`src/rtl/shift_sequencer.sv`:
```
// shift_sequencer: shares one combinational barrel shifter between two requesters and builds SRA/ROR from two passes.
// Define SHIFT_SEQ_ROUND_ROBIN_EN for round-robin arbitration; fixed priority (req0 wins) otherwise.
module shift_sequencer #(
    parameter int WIDTH   = 32,
    parameter int SHAMT_W = 5
) (
    input  logic             clk,
    input  logic             rst_n,
    input  logic             req0_valid,
    output logic             req0_ready,
    input  logic [1:0]       req0_op,
    input  logic [WIDTH-1:0] req0_a,
    input  logic [WIDTH-1:0] req0_b,
    input  logic             req1_valid,
    output logic             req1_ready,
    input  logic [1:0]       req1_op,
    input  logic [WIDTH-1:0] req1_a,
    input  logic [WIDTH-1:0] req1_b,
    output logic [WIDTH-1:0] sh_a,
    output logic [WIDTH-1:0] sh_b,
    output logic             sh_dir,
    input  logic [WIDTH-1:0] sh_out,
    output logic             rsp_valid,
    input  logic             rsp_ready,
    output logic [WIDTH-1:0] rsp_data,
    output logic             rsp_id
);
    // state | meaning
    // IDLE  | arbitrate and accept one request
    // PASS1 | first shifter pass; final result for SLL/SRL, partial for SRA/ROR
    // PASS2 | second pass: sign fill (SRA) or wrapped-around bits (ROR)
    // DONE  | hold response until rsp_ready
    typedef enum logic [1:0] {IDLE, PASS1, PASS2, DONE} state_t;

    localparam logic [1:0] OP_SLL = 2'b00;
    localparam logic [1:0] OP_SRL = 2'b01;
    localparam logic [1:0] OP_SRA = 2'b10;

    state_t               state, state_nxt;
    logic [1:0]           op_q;
    logic [WIDTH-1:0]     a_q;
    logic [SHAMT_W-1:0]   amt_q;
    logic                 id_q;
    logic [WIDTH-1:0]     tmp_q;
    logic [1:0]           grant;
    logic                 accept;
    logic [WIDTH-1:0]     amt_ext;
    logic                 unused_b;

    assign unused_b = ^{req0_b[WIDTH-1:SHAMT_W], req1_b[WIDTH-1:SHAMT_W]};
    assign amt_ext  = {{(WIDTH-SHAMT_W){1'b0}}, amt_q};

`ifdef SHIFT_SEQ_ROUND_ROBIN_EN
    logic last_grant;

    // last_grant=1 hands the next contended grant to req0
    always_comb begin
        grant    = 2'b00;
        grant[0] = req0_valid & (~req1_valid | last_grant);
        grant[1] = req1_valid & (~req0_valid | ~last_grant);
    end

    always_ff @(posedge clk or negedge rst_n) begin
        if (!rst_n)
            last_grant <= 1'b1;
        else if (accept)
            last_grant <= ~last_grant;
    end
`else
    always_comb begin
        grant    = 2'b00;
        grant[0] = req0_valid;
        grant[1] = req1_valid & ~req0_valid;
    end
`endif

    assign req0_ready = rst_n & (state == IDLE) & grant[0];
    assign req1_ready = rst_n & (state == IDLE) & grant[1];
    assign accept     = req0_ready | req1_ready;
    assign rsp_valid  = (state == DONE);

    always_comb begin
        state_nxt = state;
        sh_a      = '0;
        sh_b      = '0;
        sh_dir    = 1'b0;
        case (state)
            IDLE: if (accept) state_nxt = PASS1;
            PASS1: begin
                sh_a      = a_q;
                sh_b      = amt_ext;
                sh_dir    = (op_q != OP_SLL);
                state_nxt = (op_q == OP_SLL || op_q == OP_SRL) ? DONE : PASS2;
            end
            PASS2: begin
                if (op_q == OP_SRA) begin
                    sh_a   = '1;
                    sh_b   = amt_ext;
                    sh_dir = 1'b1;
                end else begin
                    // amt=0 gives sh_b=WIDTH, the shifter returns 0 and the rotate yields a
                    sh_a   = a_q;
                    sh_b   = WIDTH'(WIDTH) - amt_ext;
                    sh_dir = 1'b0;
                end
                state_nxt = DONE;
            end
            DONE: if (rsp_ready) state_nxt = IDLE;
            default: state_nxt = IDLE;
        endcase
    end

    always_ff @(posedge clk or negedge rst_n) begin
        if (!rst_n) begin
            state    <= IDLE;
            op_q     <= '0;
            a_q      <= '0;
            amt_q    <= '0;
            id_q     <= 1'b0;
            tmp_q    <= '0;
            rsp_data <= '0;
            rsp_id   <= 1'b0;
        end else begin
            state <= state_nxt;
            case (state)
                IDLE: if (accept) begin
                    op_q  <= req1_ready ? req1_op : req0_op;
                    a_q   <= req1_ready ? req1_a : req0_a;
                    amt_q <= req1_ready ? req1_b[SHAMT_W-1:0] : req0_b[SHAMT_W-1:0];
                    id_q  <= req1_ready;
                end
                PASS1: begin
                    tmp_q <= sh_out;
                    if (op_q == OP_SLL || op_q == OP_SRL) begin
                        rsp_data <= sh_out;
                        rsp_id   <= id_q;
                    end
                end
                PASS2: begin
                    rsp_id <= id_q;
                    if (op_q == OP_SRA)
                        rsp_data <= tmp_q | (a_q[WIDTH-1] ? ~sh_out : '0);
                    else
                        rsp_data <= tmp_q | sh_out;
                end
                default: ;
            endcase
        end
    end
endmodule

```
`config.mk`:
```
export PLATFORM = sky130hd
export DESIGN_NAME = shift_sequencer
export DESIGN_NICKNAME = d
export VERILOG_FILES = /design/src/rtl/shift_sequencer.sv
export SDC_FILE = /design/constraint.sdc
export NUM_CORES = 1
export LEC_CHECK = 0
export ABC_AREA = 1
export BUFFER_PORTS_ARGS = -buffer_cell sky130_fd_sc_hd__buf_4
export CAP_MARGIN = 5
export CORE_ASPECT_RATIO = 1.25
export CORE_MARGIN = 2
export CORE_UTILIZATION = 45
export DETAILED_ROUTE_END_ITERATION = 8
export GPL_TIMING_DRIVEN = 1
export MAX_ROUTING_LAYER = met4
export PLACE_DENSITY = 0.81
export SETUP_SLACK_MARGIN = 0.05
export SLEW_MARGIN = 40
export SYNTH_ARGS = -nofsm -noshare
export SYNTH_HDL_FRONTEND = slang
export SYNTH_SLANG_ARGS = --single-unit
```
`constraint.sdc`:
```
create_clock -name clk -period 2.8 [get_ports clk]
set_input_delay 0.84 -clock clk [delete_from_list [all_inputs] [get_ports clk]]
set_output_delay 0.84 -clock clk [all_outputs]
set_load 0.1 [all_outputs]
```
==> metrics.cfg <==
[clocking]
clk_path_buf_depth=2
clkTransAtPathRegs_ps=70
cts_buffers=9
root_buffer=clkbuf_16
htree_levels=3
clock_latency_ps=350
clock-sinks=107
cts_tree=built
cts_hold_buffers=0

[synthesis]
synthesis.area_mm2=0.006033
synth_seq_cells=107
synth-edff-count=0
syn_inst=886
synth_top_area_share=0.4438
ys_top_cells_by_count=nand2_1, dfrtp_1, a21oi_1
syn_area_per_cell_um2=6.810
synth.area.top_cells=dfrtp_1, nand2_1, a21oi_1
yosysTopAreaCell=dfrtp_1
seq_area_frac_synth=0.4438
async_flop_share=1.000
ys.warnings.count=0
yosysMostFrequentCell=nand2_1
synth_cell_types=23
synth_top_flop_cell=dfrtp_1

[final_layout]
nFillCells=1178
diodes=0
register_area_mm2=0.002678
utilization=0.6251
layout-drive-gt1-share=0.2606
syn2layout_area_growth_pct=36.48
layout.nets=1230
multiInputGateArea_mm2=0.002949

[sta]
tightest_slew_ps=630.0
slew_viol_final=0
finClkSkew_ps=8.213
max_slew_margin=0.5794
rsz0062_at_grt=true
fin_crit_sh=0.9572
setup-violations-final=0
fin_crit_ps=2680
hold_viol_final=0
setup_slack_ps=119.8
fmaxAchievable_mhz=373.1

[outcome]
status=complete, no violations

[placement]
routabilityCongestion=0.8253
io_buffers=189
place_ws_ps=249.3
dp_hpwl_um=11100

[worst_setup_path]
critPathCaptureType=output port
arrival_ps=1840
start_kind=register
cp_slowest_cell=dfrtp_1
critPathMaxFanout=33
crit_chain=inv_1 > ha_4 > o21ai_4 > buf_12 > a21oi_2 > buf_8
crit_family=buffers and inverters
required_ps=1960
cp_num_buf_inv=3
crit_type=reg -> out
slowest_delay_ps=350

[routing]
dr.pass1.iters=4
drtIter0Drc=263
totalWireLength_um=16350
ant_nets=0
wl_per_cell_um=13.30
avgViaCountPerCell=4.783
num_vias=5883
drc=0

[global_routing]
grt_pass1_vias=5664
grt_max_degree=66
overflow=0
antenna_found_initial=0
grt_pass1_wl_um=26870
grt_use_total=0.2394

[floorplan]
start_util=0.4580
die_w_um=107.6
rows=47
io_pins=270
core_mm2=0.01317
die_y_um=133.5
dieArea_mm2=0.01436

[job]
max_cap_viol_count=0

[worst_hold_path]
hold_class=reg -> reg

state kept, by name, summed over array words and instances, names as in the netlist:
name	count
op_q	2
state	2
id_q	1
rsp_data	32
rsp_id	1
a_q	32
tmp_q	32
amt_q	5
cell usage in the layout (no fill, tap or decap), types with 2 or more instances in the layout:
cell and instances:
buf_6 33, nand3_1 12, nor2_1 67, inv_2 5, nand2_1 389, a21oi_4 4
buf_4 168, a21oi_1 64, o21ai_4 4, ha_4 3, inv_1 78, a21oi_2 29
buf_12 4, dfrtp_1 107, ha_1 3, o21ai_0 35, conb_1 26, nor2_4 2
clkbuf_16 9, buf_8 5
cell families after synthesis:
family                   share of synthesized area
buffers and inverters                       0.1255
AO/OA/AOI/OAI                               0.1166
flip-flops                                  0.4438
other                                    0.0006216
adder cells (fa/ha/maj)                    0.01244
AND/OR/NAND/NOR                             0.3011
final timing paths:
kind / from / end / slack [ps] / cells after the start
worst max-delay path: state[1] / sh_a[20] / 120 / 6
worst min register to register: a_q[10] / a_q[10] / 480 / 2
worst max register to register: state[1] / rsp_data[25] / 360 / 9
max in group asynchronous: rst_n / tmp_q[19] / 1210 / 3
min in group asynchronous: rst_n / rsp_data[30] / 610 / 2
worst min-delay path: a_q[10] / a_q[10] / 480 / 2
final cells by class:
cell class,count,area share
clock buffer,11,0.02948
clock inverter,4,0.006230
inverter,83,0.03784
multi-input combinational,644,0.3582
sequential,107,0.3252
tap,171,0.02598
timing repair buffer,210,0.2171
timing repair:
| item | CTS | global route |
|---|---|---|
| cloned | 0 | 0 |
| setup endpoints to repair | 38 | 22 |
| pin swaps | 0 | 1 |
| hold endpoints to repair | 0 | 0 |
| resized for setup | 44 | 9 |
| buffers inserted | 0 | 4 |
stage by stage:
stage                     TNS, ps  area (um2)  cells  hold slack, ps
after floorplan             -7107        6324    911           448.8
after global placement          0        7691   1211           461.9
after detailed placement        0        7691   1211           465.0
after CTS                       0        8164   1226           483.0
after global routing            0        8234   1230           494.7
final                           0        8234   1230           480.3
metal layers:
layer  GRT usage  wire, um  part of all wire  vias up
met3     0.04061       887             0.054       19
li1            -         -                 -     2987
met4     0.07977       269             0.016        0
met5           -         0                 0        -
met2      0.3906      8177              0.50      183
met1      0.3019      7019              0.43     2694
worst reg2reg max path, cell delays in order (launching register included):
cell and delay, ps:
dfrtp_1 390, inv_1 180, ha_4 230, buf_4 140
buf_6 360, nand2_1 190, o21ai_4 200, inv_2 370
nor2_1 220, a21oi_1 60
Power is left out: the tool's default activity adds up to more than one toggle a clock period on the data nets, which glitch-free logic cannot reach.
